--- config.mk ---
export PLATFORM = sky130hd
export DESIGN_NAME = regfile_write_queue
export DESIGN_NICKNAME = d
export VERILOG_FILES = /design/src/rtl/regfile_write_queue.sv
export SDC_FILE = /design/constraint.sdc
export NUM_CORES = 1
export LEC_CHECK = 0
export ABC_AREA = 1
export CAP_MARGIN = 5
export CELL_PAD_IN_SITES_DETAIL_PLACEMENT = 0
export CELL_PAD_IN_SITES_GLOBAL_PLACEMENT = 1
export CORE_ASPECT_RATIO = 0.5
export CORE_MARGIN = 2
export CORE_UTILIZATION = 42
export CTS_BUF_LIST = sky130_fd_sc_hd__clkbuf_16
export DETAILED_ROUTE_END_ITERATION = 6
export PLACE_DENSITY = 0.85
export SYNTH_ARGS = -nofsm -noshare
export SYNTH_HDL_FRONTEND = slang
export SYNTH_SLANG_ARGS = --single-unit
export TNS_END_PERCENT = 1
--- constraint.sdc ---
create_clock -name clock -period 7.03 [get_ports clock]
set_clock_uncertainty 0.15 [all_clocks]
set_input_delay 1.7575 -clock clock [delete_from_list [all_inputs] [get_ports clock]]
set_output_delay 1.7575 -clock clock [all_outputs]
set_load 0.05 [all_outputs]
--- src/rtl/regfile_write_queue.sv ---
// regfile_write_queue
//   Buffers register-file write requests from execute/memory in a small
//   circular FIFO and drains one entry per cycle onto the register file's
//   write port. It also provides a two-port bypass lookup, so decode sees
//   pending values that have not yet been written.
//
// Ports
//   clock, rst                 clock (rising edge), async active-low reset
//   in_valid/in_ready          request handshake; in_ready = !full
//   in_sel, in_data            destination register and write value
//   wr_stall                   register file refuses a write this cycle
//   wr_we, wr_sel, wr_data     register file write port (from head entry)
//   byp_sel_k, byp_hit_k,
//   byp_data_k                 bypass lookup; youngest matching entry wins
//   count, empty, full         registered occupancy
module regfile_write_queue #(
  parameter int DEPTH = 4,
  parameter int CW    = 3
) (
  input  logic          clock,
  input  logic          rst,
  input  logic          in_valid,
  output logic          in_ready,
  input  logic [4:0]    in_sel,
  input  logic [31:0]   in_data,
  input  logic          wr_stall,
  output logic          wr_we,
  output logic [4:0]    wr_sel,
  output logic [31:0]   wr_data,
  input  logic [4:0]    byp_sel_1,
  input  logic [4:0]    byp_sel_2,
  output logic          byp_hit_1,
  output logic          byp_hit_2,
  output logic [31:0]   byp_data_1,
  output logic [31:0]   byp_data_2,
  output logic [CW-1:0] count,
  output logic          empty,
  output logic          full
);

  localparam int PW = $clog2(DEPTH);

  logic [4:0]    sel_q  [DEPTH];
  logic [31:0]   data_q [DEPTH];
  logic [PW-1:0] rd_ptr;
  logic [PW-1:0] wr_ptr;
  logic [CW-1:0] count_q;
  logic          push;
  logic          pop;
  logic [PW-1:0] scan_idx;

  assign count    = count_q;
  assign empty    = (count_q == '0);
  assign full     = (count_q == CW'(DEPTH));
  assign in_ready = !full;

  // Writes to register 0 complete the handshake but are dropped.
  assign push = in_valid && in_ready && (in_sel != 5'd0);

  assign wr_we   = !empty && !wr_stall;
  assign wr_sel  = empty ? 5'd0  : sel_q[rd_ptr];
  assign wr_data = empty ? 32'd0 : data_q[rd_ptr];
  assign pop     = wr_we;

  always_ff @(posedge clock or negedge rst) begin
    if (!rst) begin
      rd_ptr  <= '0;
      wr_ptr  <= '0;
      count_q <= '0;
      for (int i = 0; i < DEPTH; i++) begin
        sel_q[i]  <= '0;
        data_q[i] <= '0;
      end
    end else begin
      if (push) begin
        sel_q[wr_ptr]  <= in_sel;
        data_q[wr_ptr] <= in_data;
        wr_ptr         <= wr_ptr + 1'b1;
      end
      if (pop) begin
        rd_ptr <= rd_ptr + 1'b1;
      end
      case ({push, pop})
        2'b10:   count_q <= count_q + 1'b1;
        2'b01:   count_q <= count_q - 1'b1;
        default: count_q <= count_q;
      endcase
    end
  end

  // Scan oldest to youngest over occupied slots; a later match overrides an
  // earlier one, so the entry nearest the write pointer supplies the data.
  always_comb begin
    byp_hit_1  = 1'b0;
    byp_hit_2  = 1'b0;
    byp_data_1 = 32'd0;
    byp_data_2 = 32'd0;
    scan_idx   = rd_ptr;
    for (int i = 0; i < DEPTH; i++) begin
      scan_idx = rd_ptr + PW'(i);
      if (CW'(i) < count_q) begin
        if ((byp_sel_1 != 5'd0) && (sel_q[scan_idx] == byp_sel_1)) begin
          byp_hit_1  = 1'b1;
          byp_data_1 = data_q[scan_idx];
        end
        if ((byp_sel_2 != 5'd0) && (sel_q[scan_idx] == byp_sel_2)) begin
          byp_hit_2  = 1'b1;
          byp_data_2 = data_q[scan_idx];
        end
      end
    end
  end

endmodule

==> results of run 1 <==
[area by class of cell]
type / instances / area share
multi-input combinational: 1729 / 0.504
sequential: 155 / 0.257
timing repair buffer: 195 / 0.117
inverter: 203 / 0.0508
tap: 399 / 0.0331
clock buffer: 17 / 0.0282
clock inverter: 15 / 0.00928
[sequential cells by signal (all words and copies together), names as in the netlist]
signal,flops
sel_q,20
data_q,128
rd_ptr,2
wr_ptr,2
count,3
[worst max-delay path: stages]
cell                              delay, ns
sky130_fd_sc_hd__clkdlybuf4s50_1       0.63
sky130_fd_sc_hd__nor2_1                0.08
sky130_fd_sc_hd__nand3_1               0.14
sky130_fd_sc_hd__nand2_1               0.06
sky130_fd_sc_hd__inv_1                 0.05
sky130_fd_sc_hd__nand2_1               0.05
sky130_fd_sc_hd__nor2_1                0.13
sky130_fd_sc_hd__nand3_2               0.47
sky130_fd_sc_hd__buf_4                 0.42
sky130_fd_sc_hd__nor2_1                0.11
sky130_fd_sc_hd__nand2_1               0.06
sky130_fd_sc_hd__nand3_1               0.07
sky130_fd_sc_hd__nand2_1               0.05
sky130_fd_sc_hd__nand2_1               0.06
sky130_fd_sc_hd__buf_4                 0.20
[how the worst min path moves through the flow]
| stage | endpoint | startpoint | slack [ns] |
|---|---|---|---|
| floorplan | data_q[0] | data_q[0] | 0.30 |
| CTS | data_q[69] | data_q[69] | 0.34 |
| detailed placement | data_q[14] | data_q[14] | 0.32 |
| global placement | data_q[79] | data_q[79] | 0.32 |
| global route | data_q[28] | data_q[28] | 0.35 |
| finish | data_q[69] | data_q[69] | 0.33 |
[layout by cell type (no fill, tap or decap)]
cell / netlist / final
sky130_fd_sc_hd__inv_8: 0 / 1
sky130_fd_sc_hd__xor2_1: 7 / 7
sky130_fd_sc_hd__o21ai_1: 60 / 60
sky130_fd_sc_hd__xnor2_1: 2 / 2
sky130_fd_sc_hd__dfrtp_4: 0 / 2
sky130_fd_sc_hd__nor2_1: 261 / 259
sky130_fd_sc_hd__ha_1: 9 / 9
sky130_fd_sc_hd__clkinv_4: 0 / 3
sky130_fd_sc_hd__buf_6: 10 / 1
sky130_fd_sc_hd__nand4_1: 66 / 66
sky130_fd_sc_hd__dfrtp_1: 155 / 153
sky130_fd_sc_hd__clkinv_1: 0 / 1
sky130_fd_sc_hd__nand2_4: 1 / 1
sky130_fd_sc_hd__clkdlybuf4s50_1: 0 / 93
sky130_fd_sc_hd__buf_4: 10 / 96
sky130_fd_sc_hd__nor2_4: 0 / 2
sky130_fd_sc_hd__inv_2: 3 / 3
sky130_fd_sc_hd__clkinv_2: 0 / 3
sky130_fd_sc_hd__nand2_2: 6 / 10
sky130_fd_sc_hd__clkbuf_16: 0 / 17
sky130_fd_sc_hd__nor2_2: 5 / 5
sky130_fd_sc_hd__o21ai_2: 4 / 4
sky130_fd_sc_hd__nor3_1: 1 / 1
sky130_fd_sc_hd__inv_6: 0 / 4
sky130_fd_sc_hd__a21oi_1: 4 / 4
sky130_fd_sc_hd__bufinv_16: 0 / 1
sky130_fd_sc_hd__inv_1: 198 / 197
sky130_fd_sc_hd__nand3_1: 122 / 120
sky130_fd_sc_hd__o21ai_0: 360 / 360
sky130_fd_sc_hd__inv_4: 2 / 2
sky130_fd_sc_hd__nand2_1: 811 / 807
sky130_fd_sc_hd__a21oi_4: 1 / 1
sky130_fd_sc_hd__buf_12: 0 / 5
sky130_fd_sc_hd__nor2b_1: 2 / 2
sky130_fd_sc_hd__nand3_2: 7 / 9
sky130_fd_sc_hd__clkinvlp_4: 0 / 3
[cells by family after synthesis]
| logic type | Yosys count | share of synthesized area |
|---|---|---|
| buf+inv | 364 | 0.120 |
| xor+xnor | 9 | 0.00605 |
| compound gates | 429 | 0.167 |
| fa+ha+maj | 9 | 0.00865 |
| flops | 155 | 0.298 |
| simple gates | 1282 | 0.400 |
[layer usage]
layer	part of all wire	up-vias	wire length, um
met5	0	-	0
met4	0.018	0	754
met3	0.058	63	2480
met2	0.46	421	19400
met1	0.47	6427	20000
li1	-	7250	-
[through the flow]
stage	instances	cell area (um2)	hold WS, ns
final	2713	15100	0.333
after global routing	2713	15100	0.350
after CTS	2713	15100	0.339
after detailed placement	2681	14500	0.323
after global placement	2681	14500	0.316
after floorplan	2248	13000	0.303
==> results, run 1 <==
- The number of distinct library cells after synthesis is 27.
- Detailed placement finished with a half-perimeter wire length of 28800 um.
- Based on the critical path, the design can be clocked at up to ~160 MHz.
- The initial cell density of the core is 0.428.
- In the synthesized netlist, the cells that appear most often are sky130_fd_sc_hd__nand2_1 (811), sky130_fd_sc_hd__o21ai_0 (360), sky130_fd_sc_hd__nor2_1 (261), sky130_fd_sc_hd__inv_1 (198), sky130_fd_sc_hd__dfrtp_1 (155).
- The H-tree depth is 4.
- The clock transition time at the flip-flop clock pins of the worst setup and hold paths is ~0.060 ns.
- The routed layout has 14200 vias.
- Synthesis produced a netlist with a net count of 2308.
- For this run, global-route usage on met2 was measured as 0.441.
- The pin count of the biggest net entering global routing is 99.
- Data on the critical path arrives at its endpoint at 4.38 ns.
- The pre-antenna-repair detailed-routing pass consisted of 5 iterations.
- STA classifies the critical path endpoint as a primary output.
- The depth of the most critical reg-to-reg path is 11.
- The critical path ends at byp_data_2[2].
- Across the whole layout, storage elements account for 3890 um2.
- After the last flow step, the layout net total stands at 2361.
- The number of endpoints with negative hold slack in the final report is 0.
- The number of buffer cells added on primary ports is 160.
- The multi-input combinational cells in the finished layout cover a total of ~7600 um2.
- The number of vias per cell after detailed routing is 5.22.
- The total negative slack for setup checks is 0 ns.
- The count of cells resized by post-cts repair is 0.
- Clock tree synthesis inserted a total of 17 buffers.
- The time the final worst path needs with I/O delays and setup is 6.28 ns.
- The post-layout worst setup margin is 0.746 ns.
- The worst setup slack before clock tree synthesis is 0.765 ns.
- Among all flip-flop cells after synthesis, the most frequent one is sky130_fd_sc_hd__dfrtp_1.
- The most numerous cell in the Yosys netlist is sky130_fd_sc_hd__nand2_1.
- The die outline width is between 200 and 300 um.
- In this run the critical register-to-register path is captured at data_q[42].
- The period utilization is 0.894.
- After filler insertion, the fill cell instance count of the layout stands at 3227.
- The worst setup path is launched from an input pin.
- The clock passes through at most 2 buffers.
- The remaining global-route overflow is 0.
- For the worst-skew pair, the clock arrives at the later sink with an insertion delay of 0.45 ns.
- For this run, global-route usage on met1 was measured as 0.368.
- The worst hold path passes through 2 cells.
- The area enclosed by the die boundary is 32500 um2.
- In this run the worst hold path is classified as register to register.
- The headroom to the max-slew limit is 0.256.
- Relative to the synthesized area, the layout overhead comes to 15.9%.
- The data required time at the worst endpoint is ~5.1 ns.
- The number of warnings reported in the yosys synthesis log is 0.
- The number of top-level design ports is approximately 160.
- After floorplanning, the core was sized to cover 30400 um2.
- The post-synthesis average cell area is 5.79 um2.
- Hold repair after CTS inserted 0 buffers.
- The synthesized instance count is 2248.
- The violation count after the first detailed-route iteration is ~1200.
- The startpoint of the most critical register-to-register path is count[0].
- The flow ran to the end, and the final reports show no timing, DRC or antenna violations.
- The post-detailed-route DRC marker count is 0.
- The number of global-route vias before repair is 12800.
- The most critical setup path has its startpoint at byp_sel_2[2].
- Across all register-to-register paths, the minimum setup slack is 4.06 ns.
- The root buffer cell chosen for the clock tree is sky130_fd_sc_hd__clkbuf_16.
- Buffers added to address setup during post-CTS repair amount to 0.
- By startpoint and endpoint, the worst setup path is classified as input pin to primary output.
- Dividing the detail-routed wire length by the instance count gives about 16 um.
- Of the cells placed in the final design, the portion with a size suffix greater than 1 is 0.0748.
- For this design, the sink count on the clock tree is 155.
- The mapped netlist covers 13000 um2.
- In this run the worst path has a maximum fanout of 19.
- The wire length reported by the detailed router is 42600 um.
- The largest total area in the synthesized netlist belongs to sky130_fd_sc_hd__dfrtp_1.
- Setup repair after global routing left no endpoint under its margin.
- From bottom edge to top edge, the die measures ~130 um.
- Row generation in the floorplan step produced 45 rows.
- For this run, the register share of the synthesized area comes to 0.298.
- The weighted congestion at the end of routability-driven global placement is 0.947.
- The slew at the pin closest to its max-slew limit is 1.11 ns.
- The final setup violation count is 0.
- The clock tree from TritonCTS is yes.
- The share of synthesized area in the top cell type comes to 0.298.
- The count of nets left with antenna violations after detail routing is 0.
- In this run, synthesis produced a sequential element count of ~160.
- The number of antenna violations at the first check in global routing is 0.
- The first global-routing pass estimated 68500 um of wire.
- The max-slew violation total from the final report is 0.
- The number of flops mapped to enable cells by yosys is 0.
- The total track usage is 0.266.
- In this run the most used layer during global routing was met2.
- Ranked by total cell area, the synthesized netlist is headed by sky130_fd_sc_hd__dfrtp_1 (30%), sky130_fd_sc_hd__nand2_1 (23%), sky130_fd_sc_hd__o21ai_0 (14%).
- For this run, the share of the core covered by cells in the final layout is 0.497.
- The routing usage on met3 is 0.0338.
- For this run, asynchronously set or reset flops after synthesis account for 1.00.
- Across the run, the number of max-cap violations was 0.
- The repair_antennas step left the layout with diodes totalling 0.
Power of run 1 is left out: the tool's default activity adds up to more than one toggle a clock period on the data nets, which glitch-free logic cannot reach.
==> run 2: changes to the inputs <==
--- a/config.mk
+++ b/config.mk
@@ -6,11 +6,9 @@
 export NUM_CORES = 1
 export LEC_CHECK = 0
 export ABC_AREA = 1
-export CAP_MARGIN = 5
 export CELL_PAD_IN_SITES_DETAIL_PLACEMENT = 0
 export CELL_PAD_IN_SITES_GLOBAL_PLACEMENT = 1
 export CORE_ASPECT_RATIO = 0.5
-export CORE_MARGIN = 2
 export CORE_UTILIZATION = 42
 export CTS_BUF_LIST = sky130_fd_sc_hd__clkbuf_16
 export DETAILED_ROUTE_END_ITERATION = 6
==> run 2 against run 1 <==
- global-route usage is 1.0 points higher
- largest cell class unchanged
- critical path type unchanged
- critical path depth is 4 lower
- highest routed layer unchanged
- die area is 2.3% lower
==> results, run 2 (synthesis gave the netlist of run 1 again) <==
- The headroom to the max-slew limit is 0.317.
- The HPWL after detailed placement is 28000 um.
- The remaining global-route overflow is 0.
- The first global-routing pass estimated 69000 um of wire.
- The ratio of cells with drive above 1 in the final layout is 0.0718.
- The largest register by flop count is data_q.
- The wire length reported by the detailed router is ~43000 um.
- The initial cell density of the core is 0.428.
- The path class of the lowest-slack min-delay path is register to register.
- The number of endpoints with negative hold slack in the final report was 0.
- Leaving out fill and tap cells, the most frequent cells in the layout are sky130_fd_sc_hd__nand2_1 (807), sky130_fd_sc_hd__o21ai_0 (360), sky130_fd_sc_hd__nor2_1 (259).
- The max-slew violation total from the final report is 0.
- The standard-cell row count is 45.
- The total clock sinks is roughly 160.
- The net count of the finished layout is 2358.
- The number of buffers created by CTS is 17.
- The number of flip-flops in the largest register is 128.
- The number of global-route vias before repair was between 10000 and 15000.
- Setup violations remaining at the end of the flow were counted as 0.
- The repair_antennas step left the layout with diodes totalling 0.
- The number of buffers added for setup after CTS is 0.
- For this run, the total global-route usage over all layers was measured as 0.277.
- The data required time at the worst endpoint is 5.12 ns.
- The flow ran to the end, and the final reports show no timing, DRC or antenna violations.
- The number of hold buffers added after CTS was 0.
- The H-tree generated during clock tree synthesis spans 4 levels.
- The largest single stage delay on the critical path is 0.62 ns.
- The critical path in this run is classified as input pin to primary output.
- Derived from the worst setup path, the maximum achievable clock frequency is about 160 MHz.
- The clock transition time at the flip-flop clock pins of the worst setup and hold paths is around 0.060 ns.
- The number of vias per cell after detailed routing is 5.20.
- Summing all flip-flop and latch instances after layout gives 3890 um2.
- In this run the standard cell core region covers 30400 um2.
- The cell repeated most along the worst path is sky130_fd_sc_hd__nand3_1.
- The congestion estimate from routability-driven global placement came to 0.942.
- Among all stages on the critical path, the largest delay is contributed by sky130_fd_sc_hd__nand3_2.
- The cell area after layout is 15200 um2.
- Of all nets on the critical path, the largest fanout is 21.
- After layout, the minimum clock period comes to about 6.4 ns.
- The post-detailed-route DRC marker count is 0.
- Setup repair after global routing left no endpoint under its margin.
- The commonest non-fill, non-tap cell in the layout is sky130_fd_sc_hd__nand2_1.
- The area added between synthesis and finish is 16.5%.
- The period utilization is 0.906.
- The latest clock arrival within the worst-skew pair is 0.45 ns.
- Input and output buffers added on the ports amount to 160.
- The total negative slack for setup checks is 0 ns.
- The critical path launch point type is an input pin.
- The chip height is 127 um.
- At the pin with the least slew margin, the transition time is 1.02 ns.
- After the first detailed-routing iteration, the DRC count stood at 1269.
- Once detail routing completed, the nets flagged for antenna violations numbered 0.
- STA classifies the critical path endpoint as a primary output.
- The total placed instance area is around 15000 um2.
- The clock tree from TritonCTS is yes.
- The tree is rooted in a sky130_fd_sc_hd__clkbuf_16.
- The number of antenna violations at the first check in global routing came to 0.
- The max-cap violation count is 0.
- In the final routed layout, each cell accounts on average for 15.9 um.
- In this run the horizontal extent of the chip is roughly 250 um.
- At the worst endpoint, the arrival time is 4.46 ns.
- The number of top-level design ports is 161.
- Once the clock tree was built, the resizer swapped 0 gates to a different size.
- The area occupied by multi-input gates is 7610 um2.
- The detailed router placed 14100 vias in this run.
- The fill cell total of the finished layout is 3300.
- The area enclosed by the die boundary is ~32000 um2.
- The clock passes through at most 2 buffers.
- The number of iterations in the first detailed-routing pass is 5.
- The pin count of the biggest net entering global routing is between 100 and 150.
- Walking the worst path, the cells encountered are clkdlybuf4s50_1 > inv_1 > nand3_1 > nand3_1 > nor2_1 > nand3_2 > buf_4 > nand3_1 > nand2_1 > nand2_1 > buf_4.
run 2: changes by cell type in the layout (fill, tap and decap cells not counted), sizes merged:
cell / previous run / this run
bufinv: 1 / 4
clkinv: 7 / 5
inv: 207 / 208
buf: 102 / 99
clkinvlp: 3 / 1
run 2: final cells by class:
class | instances | area share
inverter | 203 | 0.0505
multi-input combinational | 1729 | 0.502
clock buffer | 17 | 0.0280
tap | 399 | 0.0329
sequential | 155 | 0.256
clock inverter | 15 | 0.0120
timing repair buffer | 192 | 0.119
run 2: critical path, delay by kind of cell:
family,cells,cell delay (ns)
buf+inv,4,1.37
simple gates,7,1.31
run 2: per-layer routing:
layer  vias up  global-route usage  wire [um]
met1      6393               0.391      20500
met4         0              0.0646        549
met3        44              0.0378       2840
li1       7232                   -          -
met5         -                   0          0
met2       423               0.448      19200
run 2: worst paths after layout:
check	startpoint	end	slack (ns)	cells after the start
worst max-delay path	byp_sel_2[4]	byp_data_2[1]	0.66	11
worst min-delay path	data_q[3]	data_q[3]	0.33	2
worst max register to register	count[0]	count[2]	4.03	10
worst min register to register	data_q[3]	data_q[3]	0.33	2
max in group asynchronous	rst	data_q[120]	4.13	2
min in group asynchronous	rst	data_q[8]	1.23	1
run 2: per-stage QoR:
step	util	cells	worst slack, ns	hold slack (ns)
2_1_floorplan	-	2248	2.02	0.303
3_3_place_gp	0.479	2678	0.703	0.316
3_5_place_dp	0.479	2678	0.725	0.323
4_1_cts	0.499	2710	0.713	0.338
5_1_grt	0.499	2710	0.435	0.352
6_report	0.499	2710	0.663	0.333
Power of run 2 is left out for the same reason.
